**src/rtl/seq_mult_datapath_if.sv**
```systemverilog
// ============================================================================
// Module   : seq_mult_datapath_if
// Brief    : Operand/control and result bundle for the sequential multiplier.
// Revision : 1.0
// ============================================================================
`default_nettype none

interface seq_mult_datapath_if;
    logic        load_data;
    logic        shift_en;
    logic        extend;
    logic [7:0]  multiplicand_in;
    logic [7:0]  multiplier_in;
    logic        mult_done;
    logic        busy;
    logic [3:0]  step_count;
    logic [15:0] product;

    modport master (
        output load_data, shift_en, extend, multiplicand_in, multiplier_in,
        input  mult_done, busy, step_count, product
    );

    modport slave (
        input  load_data, shift_en, extend, multiplicand_in, multiplier_in,
        output mult_done, busy, step_count, product
    );
endinterface

`default_nettype wire

```
**src/rtl/seq_mult_datapath.sv**
```systemverilog
// ============================================================================
// Module   : seq_mult_datapath
// Brief    : 8x8 shift-add multiplier, signed or unsigned, one step per enable.
// Revision : 1.0
// ============================================================================
`default_nettype none

module seq_mult_datapath (
    input  wire                  clk,
    input  wire                  rst,
    seq_mult_datapath_if.slave   bus
);

    typedef enum logic [1:0] {
        S_IDLE = 2'd0,
        S_RUN  = 2'd1,
        S_DONE = 2'd2
    } state_t;

    state_t      state_q, state_d;
    logic [7:0]  m_q,   m_d;
    logic [7:0]  q_q,   q_d;
    logic [15:0] acc_q, acc_d;
    logic [3:0]  cnt_q, cnt_d;
    logic [15:0] pr_q,  pr_d;

    logic [15:0] w_ext;
    logic [15:0] w_addend;
    logic        w_last;

    assign w_ext    = bus.extend ? {{8{m_q[7]}}, m_q} : {8'd0, m_q};
    assign w_addend = q_q[0] ? (w_ext << cnt_q[2:0]) : 16'd0;
    assign w_last   = (cnt_q == 4'd7);

    always_ff @(posedge clk or negedge rst) begin
        if (!rst) begin
            state_q <= S_IDLE;
            m_q     <= 8'd0;
            q_q     <= 8'd0;
            acc_q   <= 16'd0;
            cnt_q   <= 4'd0;
            pr_q    <= 16'd0;
        end else begin
            state_q <= state_d;
            m_q     <= m_d;
            q_q     <= q_d;
            acc_q   <= acc_d;
            cnt_q   <= cnt_d;
            pr_q    <= pr_d;
        end
    end

    always_comb begin
        state_d = state_q;
        m_d     = m_q;
        q_d     = q_q;
        acc_d   = acc_q;
        cnt_d   = cnt_q;
        pr_d    = pr_q;

        if (bus.load_data) begin
            m_d     = bus.multiplicand_in;
            q_d     = bus.multiplier_in;
            acc_d   = 16'd0;
            cnt_d   = 4'd0;
            state_d = S_RUN;
        end else if (state_q == S_RUN && bus.shift_en) begin
            // Bit 7 of a two's-complement multiplier carries negative weight.
            if (w_last && bus.extend)
                acc_d = acc_q - w_addend;
            else
                acc_d = acc_q + w_addend;
            q_d   = {1'b0, q_q[7:1]};
            cnt_d = cnt_q + 4'd1;
            if (w_last) begin
                pr_d    = acc_d;
                state_d = S_DONE;
            end
        end
    end

    assign bus.busy       = (state_q == S_RUN);
    assign bus.mult_done  = (state_q == S_DONE);
    assign bus.step_count = cnt_q;
    assign bus.product    = pr_q;

endmodule

`default_nettype wire
```
**src/flat_wrapper.sv**
```systemverilog
// flat-port wrapper written by rule: the top's interface ports become plain ports
module seq_mult_datapath_flat 
  (clk, rst, bus_load_data, bus_shift_en, bus_extend, bus_multiplicand_in, bus_multiplier_in, bus_mult_done, bus_busy, bus_step_count, bus_product);
  seq_mult_datapath_if bus_i ();
  input  wire clk;
  input  wire rst;
  input wire logic [$bits(bus_i.load_data)-1:0] bus_load_data;
  input wire logic [$bits(bus_i.shift_en)-1:0] bus_shift_en;
  input wire logic [$bits(bus_i.extend)-1:0] bus_extend;
  input wire logic [$bits(bus_i.multiplicand_in)-1:0] bus_multiplicand_in;
  input wire logic [$bits(bus_i.multiplier_in)-1:0] bus_multiplier_in;
  output wire logic [$bits(bus_i.mult_done)-1:0] bus_mult_done;
  output wire logic [$bits(bus_i.busy)-1:0] bus_busy;
  output wire logic [$bits(bus_i.step_count)-1:0] bus_step_count;
  output wire logic [$bits(bus_i.product)-1:0] bus_product;
  assign bus_i.load_data = bus_load_data;
  assign bus_i.shift_en = bus_shift_en;
  assign bus_i.extend = bus_extend;
  assign bus_i.multiplicand_in = bus_multiplicand_in;
  assign bus_i.multiplier_in = bus_multiplier_in;
  assign bus_mult_done = bus_i.mult_done;
  assign bus_busy = bus_i.busy;
  assign bus_step_count = bus_i.step_count;
  assign bus_product = bus_i.product;
  seq_mult_datapath u_core (.clk(clk), .rst(rst), .bus(bus_i));
endmodule
```
**config.mk**
```make
export PLATFORM = sky130hd
export DESIGN_NAME = seq_mult_datapath_flat
export DESIGN_NICKNAME = d
export VERILOG_FILES = /design/src/rtl/seq_mult_datapath_if.sv /design/src/rtl/seq_mult_datapath.sv /design/src/flat_wrapper.sv
export SDC_FILE = /design/constraint.sdc
export NUM_CORES = 1
export LEC_CHECK = 0
export BUFFER_PORTS_ARGS = -buffer_cell sky130_fd_sc_hd__buf_2
export CAP_MARGIN = 30
export CELL_PAD_IN_SITES_DETAIL_PLACEMENT = 0
export CELL_PAD_IN_SITES_GLOBAL_PLACEMENT = 1
export CORE_MARGIN = 4
export CORE_UTILIZATION = 45
export CTS_BUF_LIST = sky130_fd_sc_hd__clkbuf_8 sky130_fd_sc_hd__clkbuf_16
export DETAILED_ROUTE_END_ITERATION = 10
export HOLD_SLACK_MARGIN = 0.1
export PLACE_DENSITY = 0.82
export SYNTH_ARGS = -nofsm -noshare
export SYNTH_HDL_FRONTEND = slang
export SYNTH_SLANG_ARGS = --single-unit
```
**constraint.sdc**
```tcl
create_clock -name clk -period 4.7 [get_ports clk]
set_input_delay 0.235 -clock clk [delete_from_list [all_inputs] [get_ports clk]]
set_output_delay 0.235 -clock clk [all_outputs]
set_load 0.01 [all_outputs]
```
; ---- After elaboration in Yosys (flattened, before gate mapping)
; Index checks and enable logic that the tools add are counted.
[totals]
register_bits = 54
in_bits = 21
out_inout_bits = 22
wordCells = 32
[classes]
add_sub_neg = 3
n_eq_ne = 3
shifts = 1
mux = 12
bitwise_logic = 1
reduce_logical = 6
[op_table]
columns = op, n
row1 = two-way mux 16 bit, 5
row2 = adder 16 bit, 1
row3 = two-way mux 8 bit, 2
row4 = << shifter 16 x 3 -> 16 bit, 1
row5 = subtractor 16 bit, 1
row6 = two-way mux 4 bit, 2
row7 = two-way mux 2 bit, 3
row8 = "adder 4 x 1 -> 4 bit, second input constant", 1
row9 = "== test 4 x 3 -> 1 bit, second input constant", 1
row10 = nonzero test 2 bit, 2
row11 = AND reduction 3 bit, 1
row12 = "== test 2 x 1 -> 1 bit, second input constant", 1
row13 = "== test 2 bit, second input constant", 1
row14 = logical AND 1 bit, 2
row15 = AND reduction 2 bit, 1
row16 = NOT 1 bit, 1

; ---- Depth between registers and ports, before layout
; Gate-level depths: netlist of the first run.
[logic_depth]
ltp_word = 7
ltp_mapped = 18
ltp_nobuf = 17

; ---- Worst setup path after synthesis of the first run
; No wires, ideal clock.
[synth_timing]
kind = register -> register
from = reg u_core.cnt_q[0] (netlist: u_core.bus.step_count[0])
to = reg u_core.acc_q[13]
setup_time_ns = 0.065
arrival_ns = 3.581
t_required_ns = 4.635
setup_slack_ns = 1.055
path_stages_with_launch = 17
path_buffers = 2
period_less_slack_ns = 3.645
cell_sequence = dfrtp_1 buf_6 buf_2 a21boi_0 or3_1 ha_1 o21ai_0 o21ai_1 xor2_1 ha_1 a21o_1 a21o_1 a21oi_1 nor3b_1 o21bai_1 nor4b_1 a211o_1
[synth_between]
elab_chain_len = 6
word_cells_on_any_way = 9
classes_between = 2 x add/sub / 1 x eq/ne / 1 x shift / 4 x mux / 1 x reduce/logical
[synth_lines]
columns = element, line_no
row1 = "start, declared", seq_mult_datapath.sv:24  ; logic [3:0] cnt_q, cnt_d;
row2 = "start signal, assigned", seq_mult_datapath.sv:48  ; cnt_q <= cnt_d;
row3 = << shifter 16 x 3 -> 16 bit, seq_mult_datapath.sv:32  ; assign w_addend = q_q[0] ? (w_ext << cnt_q[2:0]) : 16'd0;
row4 = two-way mux 16 bit, seq_mult_datapath.sv:32
row5 = adder 16 bit or subtractor 16 bit (tied branches), "seq_mult_datapath.sv:72, seq_mult_datapath.sv:70"
row6 = two-way mux 16 bit *, seq_mult_datapath.sv:69  ; if (w_last && bus.extend)
row7 = two-way mux 16 bit *, seq_mult_datapath.sv:67  ; end else if (state_q == S_RUN && bus.shift_en) begin
row8 = two-way mux 16 bit *, seq_mult_datapath.sv:61  ; if (bus.load_data) begin
row9 = "end signal, assigned", seq_mult_datapath.sv:40  ; acc_q <= 16'd0;
row10 = "end signal, assigned", seq_mult_datapath.sv:47  ; acc_q <= acc_d;
row11 = "end, declared", seq_mult_datapath.sv:23  ; logic [15:0] acc_q, acc_d;
; Mark *: on every way between the ends. The rest lies on a longest branch, timed or not. The select of a mux whose other input is x is not followed.
; A chain may end at the register's enable or synchronous reset.

; ---- Final worst setup path of the first run
[layout_timing]
from = reg u_core.cnt_q[0] (netlist: u_core.bus.step_count[0])
to = reg u_core.acc_q[15]
; The elaborated chain is that of the path after synthesis.

==> metrics.csv, run 1 <==
metric,value,unit
p_comb_frac,0.461,
synth-edff-count,0,
setup_ws,529.8,ps
finalPower,1.580,mW
drtAntennaViolNets,0,
grt_pass1_vias,2913,
die_y,98.60,um
worstMarginPinSlew,873.8,ps
place_congestion,0.8403,
crit_path_end,u_core.acc_q[15],
pwr-share-clk,0.175,
timing.fmax,239.8,MHz
grt_max_degree,57,
critPathCaptureType,flop,
io_buffers,42,
ff2ff_path_depth,15,
peakVddDrop,0.0001917,V
worstPathRequired,4860,ps
fin_cells,543,
skew,11.31,ps
cts.reportedPaths.clkPinSlew,110,ps
critPathMaxFanout,15,
ys_warn_count,0,
cap_violations,0,
synth_top_area_share,0.3659,
yosysTopAreaCell,dfrtp_1,
holdCritPathClass,input port to flop,
start_kind,flop,
synth.distinct_cells,60,
htree_levels,2,
grt_use_total,0.1744,
p_leak,1.941,nW
postCtsSetupBuffers,0,
grt_setup_unrepaired,no,
ys_ff_latch,54,
drt-total-wl,8030,um
setup_viol,0,
status,completed,
setup-tns-final,0,ps
power.density,386.7,nW/um^2
min_period,4170,ps
synthTopCellsByArea,"dfrtp_1, nand2_1, ha_1, mux2_2, o21ai_0",
vias_per_cell,5.521,
clock_sinks,54,
vias,2998,
cts_root_buf,clkbuf_8,
syn_area,3694,sq um
insertion_delay,310,ps
drt_iter0_drc,142,
final_nets,479,
r2r_start,u_core.bus.step_count[0],
dpl.hpwl,5821,um
arrival,4330,ps
preCtsSetupSlack,418.2,ps
syn2layout_area_growth,10.64,%
rr_endpoint,u_core.acc_q[15],
fp.dieW,98.60,um
switching_share,0.3917,
switchingPower,619.0,uW
antenna_cells,0,
finalMaxSlewViolations,0,
core-area,7848,sq um
synth_cells,407,
drc,0,
die_area,9721,sq um
ys_top_cells_by_count,"nand2_1, dfrtp_1, o21ai_0, a21oi_1, nor2_1",
crit_type,flop to flop,
synth_flop_cell,dfrtp_1,
placed_cells,534,
final.period_utilization,0.8873,
hold_viol,0,
core.rowCount,32,
clk_path_buf_depth,2,
power.internal,961.3,uW
grt.overflow.total,0,
synth_most_common_cell,nand2_1,
yosysSeqAreaShare,0.3659,
async_reset_ff_frac,1.000,
syn-num-nets,446,
antenna_found_initial,0,
wl_per_cell,14.79,um
slew_headroom,0.4175,
cts_tree,built,
drive_gt1_frac,0.1905,
numCtsBuffers,5,
dr.pass1.iters,4,
p_seq_frac,0.363,
post_synth.cell_area_avg,9.075,sq um
startpoint,u_core.bus.step_count[0],
initial_utilization,0.4707,
whs_path_depth,3,
grt_first_pass_wirelength,14120,um
ioPinCount,43,
reg2reg_slack,530,ps
## layout make-up
cell class | instances | area, sq um
clock buffers | 6 | 82.58
clock inverters | 2 | 12.51
fillers | 760 | 3761
inverters | 15 | 56.30
multi-input cells | 315 | 2190
flip-flops and latches | 54 | 1353
well taps | 102 | 127.6
repair buffers | 49 | 265.3
## layout by cell type, fill, tap and decap left out, types with 13 or more instances in the layout
cell,instances
ha_1,17
xnor2_1,16
a21oi_1,25
o21ai_0,32
dfrtp_1,53
inv_1,14
buf_2,42
nor2_1,21
nand2_1,59
mux2_2,15
xor2_1,13
## what timing repair did
action	CTS	global route
endpoints found under the setup margin	0	1
gates resized for setup	0	1
hold buffers	1	0
endpoints found under the hold margin	54	0
## power groups by stage
stage | clock, mW | sequential, mW | combinational, mW
finish | 0.277 | 0.574 | 0.729
global route | 0.310 | 0.584 | 0.829
CTS | 0.288 | 0.575 | 0.733
detailed placement | 0 | 0.584 | 0.728
global placement | 0 | 0.582 | 0.724
floorplan | 0 | 0.563 | 0.590
## flip-flops by register name, summed over array words and instances (netlist names)
name and flops:
u_core.q_q 8, u_core.state_q 2, u_core.bus.step_count 4, u_core.bus.product 16
u_core.acc_q 16, u_core.m_q 8
## stage by stage
| stage | area [sq um] | utilization | hold slack (ps) |
|---|---|---|---|
| floorplan | 3694 | - | -60.59 |
| detailed placement | 3980 | 0.5072 | 420.5 |
| CTS | 4085 | 0.5206 | 118.5 |
| global placement | 3980 | 0.5072 | 404.9 |
| finish | 4086 | 0.5207 | 121.8 |
| global route | 4086 | 0.5207 | 118.9 |
## worst max-delay path: stages (launching register included)
cell	delay, ps
dfrtp_2	570
mux4_1	700
mux2_4	320
nand2_4	90
nand3_4	80
o21ai_1	210
nand2_1	150
nor2_1	150
xor2_1	180
ha_1	310
a21o_1	240
a2111oi_0	460
nand3b_1	140
o211ai_1	130
xnor2_1	180
a211oi_1	100
## logic make-up (layout without fill, tap and decap cells)
group | after synthesis | after routing | share of synthesized area
simple gates | 131 | 131 | 0.1731
xor+xnor | 29 | 29 | 0.06877
compound gates | 106 | 106 | 0.1829
buf+inv | 38 | 72 | 0.04133
flops | 54 | 54 | 0.3659
fa+ha+maj | 18 | 18 | 0.06301
mux | 31 | 31 | 0.1050
## how the worst min path moves through the flow
stage	slack, ps	startpoint	to
3_5_place_dp	420	rst	u_core.acc_q[1]
4_1_cts	120	bus_multiplier_in[4]	u_core.q_q[4]
3_3_place_gp	400	rst	u_core.bus.product[1]
6_report	120	bus_multiplier_in[4]	u_core.q_q[4]
5_1_grt	120	bus_multiplier_in[4]	u_core.q_q[4]
2_1_floorplan	-60	rst	u_core.acc_q[0]
## metal layers
layer	vias up	share of wire	global-route usage	wire, um
li1	1501	-	-	-
met3	8	0.042	0.03255	335
met4	0	0.011	0.03887	87
met2	58	0.47	0.2912	3797
met1	1431	0.47	0.2364	3810
met5	-	0	0	0
(Power assumes the default switching activity.)
==> run 2, diff against run 1 <==
--- a/config.mk
+++ b/config.mk
@@ -9,6 +9,7 @@
 export CAP_MARGIN = 30
 export CELL_PAD_IN_SITES_DETAIL_PLACEMENT = 0
 export CELL_PAD_IN_SITES_GLOBAL_PLACEMENT = 1
+export CORE_ASPECT_RATIO = 0.5
 export CORE_MARGIN = 4
 export CORE_UTILIZATION = 45
 export CTS_BUF_LIST = sky130_fd_sc_hd__clkbuf_8 sky130_fd_sc_hd__clkbuf_16
==> run 2 against run 1 <==
  * Hold slack got worse by 59 ps
  * First-iteration DRC count rose by 40%
  * Clock power rose by 59%
  * Sequential power barely moved
  * Critical path type unchanged
  * Global-route usage rose by 1.7 points
  * Register-to-register slack improved by 50 ps
  * Cell count rose by 2.6%
  * Largest power group unchanged
  * Via count fell by 0.63%
  * Count of clock-buffer cells in the layout fell by 1
  * Combinational power rose by 4.3%
  * Non-clock buffer count rose by 4
  * Highest routed layer unchanged
  * Maximum frequency rose by 1.3%
==> metrics.csv, run 2 (synthesis gave the netlist of run 1 again) <==
metric,value,unit,change
status,completed,,unchanged
drive_gt1_frac,0.1978,,was 0.1905
dpl.hpwl,6254,um,was 5821 um
power.internal,1.098,mW,was 961.3 uW
fillers,779,,was 760
hold_viol,0,,unchanged
timing.fmax,243.0,MHz,was 239.8 MHz
switching_share,0.3810,,was 0.3917
cts.reportedPaths.clkPinSlew,80,ps,was 110 ps
fp.dieW,136.1,um,was 98.60 um
place_congestion,0.8348,,was 0.8403
multi_input_area,2190,sq um,unchanged
worstMarginPinSlew,716.1,ps,was 873.8 ps
slew_headroom,0.5226,,was 0.4175
core.rowCount,23,,was 32
finalPower,1.774,mW,was 1.580 mW
setup_viol,0,,unchanged
cts_root_buf,clkbuf_16,,was clkbuf_8
syn2layout_area_growth,14.33,%,was 10.64%
core-area,8000,sq um,was 7848 sq um
p_seq_frac,0.323,,was 0.363
cp.buffers_inverters,1,,was 0
mostFrequentLayoutCells,"nand2_1, dfrtp_1, buf_2, o21ai_0, a21oi_1",,unchanged
p_leak,2.006,nW,was 1.941 nW
die_area,9809,sq um,was 9721 sq um
cts.repair.resized,0,,unchanged
htree_levels,2,,unchanged
holdCritPathClass,input port to asynchronous set/reset pin,,was input port to flop
drt_iter0_drc,199,,was 142
cp_cell_sequence,"buf_4, nand2b_1, a21boi_0, or3_1, ha_1, o21ai_0, o21ai_1, xor2_1, ha_1, a21o_1, a21o_1, a21oi_1, nor3b_1, o21bai_1, nor4b_1, a211o_1",,"was mux4_1, mux2_4, nand2_4, nand3_4, o21ai_1, nand2_1, nor2_1, xor2_1, ha_1, a21o_1, a2111oi_0, nand3b_1, o211ai_1, xnor2_1, a211oi_1"
worst_path_max_delay_cell,dfrtp_1,,was mux4_1
grt_pass1_vias,2823,,was 2913
grt_setup_unrepaired,no,,unchanged
initial_utilization,0.4617,,was 0.4707
grt_max_degree,57,,unchanged
setup-tns-final,0,ps,unchanged
power.density,420.1,nW/um^2,was 386.7 nW/um^2
ctsHoldBuffers,0,,was 1
start_kind,flop,,unchanged
skew,9.226,ps,was 11.31 ps
final_nets,483,,was 479
finalMaxSlewViolations,0,,unchanged
clock_sinks,54,,unchanged
pwr-share-clk,0.248,,was 0.175
insertion_delay,300,ps,was 310 ps
grt.overflow.total,0,,unchanged
drtAntennaViolNets,0,,unchanged
drc,0,,unchanged
arrival,4360,ps,was 4330 ps
cts_tree,built,,unchanged
die_y,72.06,um,was 98.60 um
clk_path_buf_depth,2,,unchanged
postCtsSetupBuffers,0,,unchanged
drt-total-wl,8899,um,was 8030 um
antenna_cells,0,,unchanged
switchingPower,676.0,uW,was 619.0 uW
final.period_utilization,0.8757,,was 0.8873
dr.pass1.iters,4,,unchanged
placed_area,4023,sq um,was 3980 sq um
postLayoutCellArea,4223,sq um,was 4086 sq um
grt_use_total,0.1913,,was 0.1744
ioPinCount,43,,unchanged
grt_first_pass_wirelength,14870,um,was 14120 um
crit_type,flop to flop,,unchanged
min_period,4116,ps,was 4170 ps
wl_per_cell,15.98,um,was 14.79 um
antenna_found_initial,0,,unchanged
worstPathRequired,4940,ps,was 4860 ps
vias,2979,,was 2998
seqCellArea,1351,sq um,was 1353 sq um
vias_per_cell,5.348,,was 5.521
p_comb_frac,0.429,,was 0.461
critPathCaptureType,flop,,unchanged
slowest_delay,480,ps,was 700 ps
cap_violations,0,,unchanged
critPathMaxFanout,17,,was 15
numCtsBuffers,5,,unchanged
io_buffers,42,,unchanged
critPathTopFamily,compound AO/OA/AOI/OAI gates,,unchanged
peakVddDrop,0.0001903,V,was 0.0001917 V
final_common_cell,nand2_1,,unchanged
-- run 2: power by group through the flow --
stage / Combinational, mW / Sequential (mW) / Clock [mW]
6_report: 0.760 / 0.574 / 0.440
5_1_grt: 0.852 / 0.581 / 0.473
4_1_cts: 0.757 / 0.573 / 0.452
3_5_place_dp: 0.749 / 0.582 / 0
3_3_place_gp: 0.750 / 0.583 / 0
2_1_floorplan: 0.590 / 0.563 / 0
-- run 2: layout make-up --
type	instances	area share
clock buffers	5	0.02963
repair buffers	53	0.07407
well taps	112	0.03319
flip-flops and latches	54	0.3200
multi-input cells	315	0.5185
inverters	15	0.01333
clock inverters	3	0.01126
-- run 2: worst paths after layout --
kind	start	to	slack, ps	depth (start not counted)
min in group clk	bus_multiplier_in[6]	u_core.q_q[6]	140	3
worst min-delay path	rst	u_core.m_q[5]	60	2
worst max-delay path	u_core.bus.step_count[0]	u_core.acc_q[13]	580	16
worst max register to register	u_core.bus.step_count[0]	u_core.acc_q[13]	580	16
max in group asynchronous	rst	u_core.state_q[0]	4160	2
worst min register to register	u_core.bus.product[7]	u_core.bus.product[7]	490	2
-- run 2: routing by layer --
metal	global-route usage	routed length, um	vias up
met5	0	0	-
met4	0.03017	19	0
met3	0.03809	533	2
met2	0.2630	3483	75
met1	0.3112	4862	1398
li1	-	-	1504
-- run 2: worst reg2reg max path, cell delays in order (launching register included) --
cell and delay [ps]:
dfrtp_1 480, buf_4 250, nand2b_1 180, a21boi_0 150, or3_1 330, ha_1 210
o21ai_0 160, o21ai_1 170, xor2_1 180, ha_1 370, a21o_1 220, a21o_1 210
a21oi_1 180, nor3b_1 340, o21bai_1 200, nor4b_1 280, a211o_1 150
-- run 2: per-stage QoR --
stage                     hold slack, ps  cells  utilization  setup slack (ps)
after CTS                          105.1    556       0.5244             604.7
after global placement             407.8    548       0.5028             644.0
after detailed placement           426.7    548       0.5028             637.8
after global routing               126.0    557       0.5278             243.9
after floorplan                   -60.59    407            -              1055
final                              63.15    557       0.5278             584.3
==> run 3, diff against run 2 <==
--- a/config.mk
+++ b/config.mk
@@ -7,15 +7,13 @@
 export LEC_CHECK = 0
 export BUFFER_PORTS_ARGS = -buffer_cell sky130_fd_sc_hd__buf_2
 export CAP_MARGIN = 30
-export CELL_PAD_IN_SITES_DETAIL_PLACEMENT = 0
-export CELL_PAD_IN_SITES_GLOBAL_PLACEMENT = 1
 export CORE_ASPECT_RATIO = 0.5
 export CORE_MARGIN = 4
-export CORE_UTILIZATION = 45
+export CORE_UTILIZATION = 35
 export CTS_BUF_LIST = sky130_fd_sc_hd__clkbuf_8 sky130_fd_sc_hd__clkbuf_16
 export DETAILED_ROUTE_END_ITERATION = 10
 export HOLD_SLACK_MARGIN = 0.1
-export PLACE_DENSITY = 0.82
+export PLACE_DENSITY = 0.54
 export SYNTH_ARGS = -nofsm -noshare
 export SYNTH_HDL_FRONTEND = slang
 export SYNTH_SLANG_ARGS = --single-unit
==> run 3 against run 2 <==
  * Flip-flop and latch count stayed put
  * Routed wire length is 0.70% lower
  * Clock skew is 4.1 ps lower
  * Largest cell class unchanged
  * Largest power group unchanged
==> metrics.csv, run 3 (synthesis gave the netlist of run 1 again) <==
metric,value,unit,change
finalMaxSlewViolations,0,,unchanged
dpl.hpwl,6427,um,was 6254 um
power.density,411.4,nW/um^2,was 420.1 nW/um^2
ioPinCount,43,,unchanged
postLayoutCellArea,4272,sq um,was 4223 sq um
final_common_cell,nand2_1,,unchanged
grt_max_degree,57,,unchanged
initial_utilization,0.3604,,was 0.4617
die_y,80.64,um,was 72.06 um
worstPathRequired,4900,ps,was 4940 ps
mostFrequentLayoutCells,"nand2_1, dfrtp_1, buf_2, o21ai_0, a21oi_1",,unchanged
drtAntennaViolNets,0,,unchanged
hold_start,bus_multiplier_in[3],,
cts_root_buf,clkbuf_16,,unchanged
clock_sinks,54,,unchanged
timing.fmax,232.2,MHz,was 243.0 MHz
peakVddDrop,0.0001515,V,was 0.0001903 V
grt_pass1_vias,2934,,was 2823
grt_use_total,0.1510,,was 0.1913
whs_path_depth,3,,
cap_violations,0,,unchanged
antenna_cells,0,,unchanged
holdCritPathClass,input port to flop,,was input port to asynchronous set/reset pin
critPathCaptureType,flop,,unchanged
drt-total-wl,8837,um,was 8899 um
drt_iter0_drc,243,,was 199
syn2layout_area_growth,15.65,%,was 14.33%
r2r_start,u_core.bus.step_count[0],,unchanged
skew,5.128,ps,was 9.226 ps
worstMarginPinSlew,714.6,ps,was 716.1 ps
reg2reg_slack,390,ps,was 580 ps
final.period_utilization,0.9162,,was 0.8757
vias_per_cell,5.118,,was 5.348
grt_first_pass_wirelength,15120,um,was 14870 um
hold_viol,0,,unchanged
ff2ff_path_depth,15,,was 16
clk_path_buf_depth,2,,unchanged
die_area,12360,sq um,was 9809 sq um
arrival,4510,ps,was 4360 ps
place_congestion,0.8374,,was 0.8348
drc,0,,unchanged
fp.dieW,153.3,um,was 136.1 um
final_nets,484,,was 483
antenna_found_initial,0,,unchanged
start_kind,flop,,unchanged
cts_tree,built,,unchanged
slew_headroom,0.5236,,was 0.5226
numCtsBuffers,5,,unchanged
core-area,10250,sq um,was 8000 sq um
io_buffers,42,,unchanged
wl_per_cell,15.11,um,was 15.98 um
setup_viol,0,,unchanged
cts.reportedPaths.clkPinSlew,70,ps,was 80 ps
placed_area,4093,sq um,was 4023 sq um
crit_type,flop to flop,,unchanged
hold_end,u_core.q_q[3],,
vias,2994,,was 2979
dr.pass1.iters,4,,unchanged
min_period,4306,ps,was 4116 ps
insertion_delay,290,ps,was 300 ps
grt.overflow.total,0,,unchanged
finalPower,1.757,mW,was 1.774 mW
p_leak,2.013,nW,was 2.006 nW
rr_endpoint,u_core.acc_q[15],,was u_core.acc_q[13]
grt_setup_unrepaired,no,,unchanged
critPathMaxFanout,18,,was 17
drive_gt1_frac,0.1955,,was 0.1978
setup-tns-final,0,ps,unchanged
status,completed,,unchanged
core.rowCount,26,,was 23
htree_levels,2,,unchanged
run 3: area by class of cell:
type / instances / area, sq um
sequential: 54 / 1351
tap: 140 / 175.2
timing repair buffer: 54 / 330.3
clock buffer: 6 / 138.9
clock inverter: 1 / 30.03
fill: 1046 / 5976
multi-input combinational: 315 / 2190
inverter: 15 / 56.30
run 3: report_power, final:
group / internal [mW] / switching [mW] / total, mW
registers: 0.522 / 0.0520 / 0.574
logic: 0.326 / 0.427 / 0.752
clock network: 0.263 / 0.167 / 0.431
run 3: how the worst max path moves through the flow:
stage	startpoint	to	slack [ps]	cells past startpoint
2_1_floorplan	u_core.bus.step_count[0]	u_core.acc_q[13]	1050	16
3_3_place_gp	u_core.bus.step_count[0]	u_core.bus.product[14]	490	14
3_5_place_dp	u_core.bus.step_count[0]	u_core.acc_q[15]	360	15
4_1_cts	u_core.bus.step_count[0]	u_core.acc_q[15]	380	15
5_1_grt	u_core.bus.step_count[0]	u_core.bus.product[14]	40	14
6_report	u_core.bus.step_count[0]	u_core.acc_q[15]	390	15
run 3: metal layers:
metal | vias up | GRT usage | wire, um
li1 | 1513 | - | -
met1 | 1433 | 0.2140 | 4622
met2 | 42 | 0.2342 | 3808
met3 | 6 | 0.03821 | 327
met4 | 0 | 0.03022 | 78
met5 | - | 0 | 0
run 3: critical path, cell delays in order, from the launching register on:
cell and delay (ps):
dfrtp_1 740, mux4_1 720, mux2_4 310, nand2_4 80, nand3_4 70, o21ai_1 200, nand2_1 130, nor2_1 150
xor2_1 220, ha_1 330, a21o_1 230, a2111oi_0 400, nand3b_1 130, o211ai_1 140, xnor2_1 130, a211oi_1 230
run 3: repair_timing:
item | in CTS | in global routing
gates resized for setup | 0 | 0
hold endpoints to repair | 2 | 0
hold buffers | 1 | 0
buffers inserted | 0 | 0
endpoints found under the setup margin | 0 | 0
run 3: through the flow:
step                      hold slack (ps)  setup slack [ps]  utilization  cells
after global routing                146.4             39.61       0.4169    585
after floorplan                    -60.59              1055            -    407
final                               142.4             393.8       0.4169    585
after CTS                           139.9             382.3       0.4169    585
after global placement              421.3             485.6       0.3952    575
after detailed placement            425.5             360.0       0.3994    577
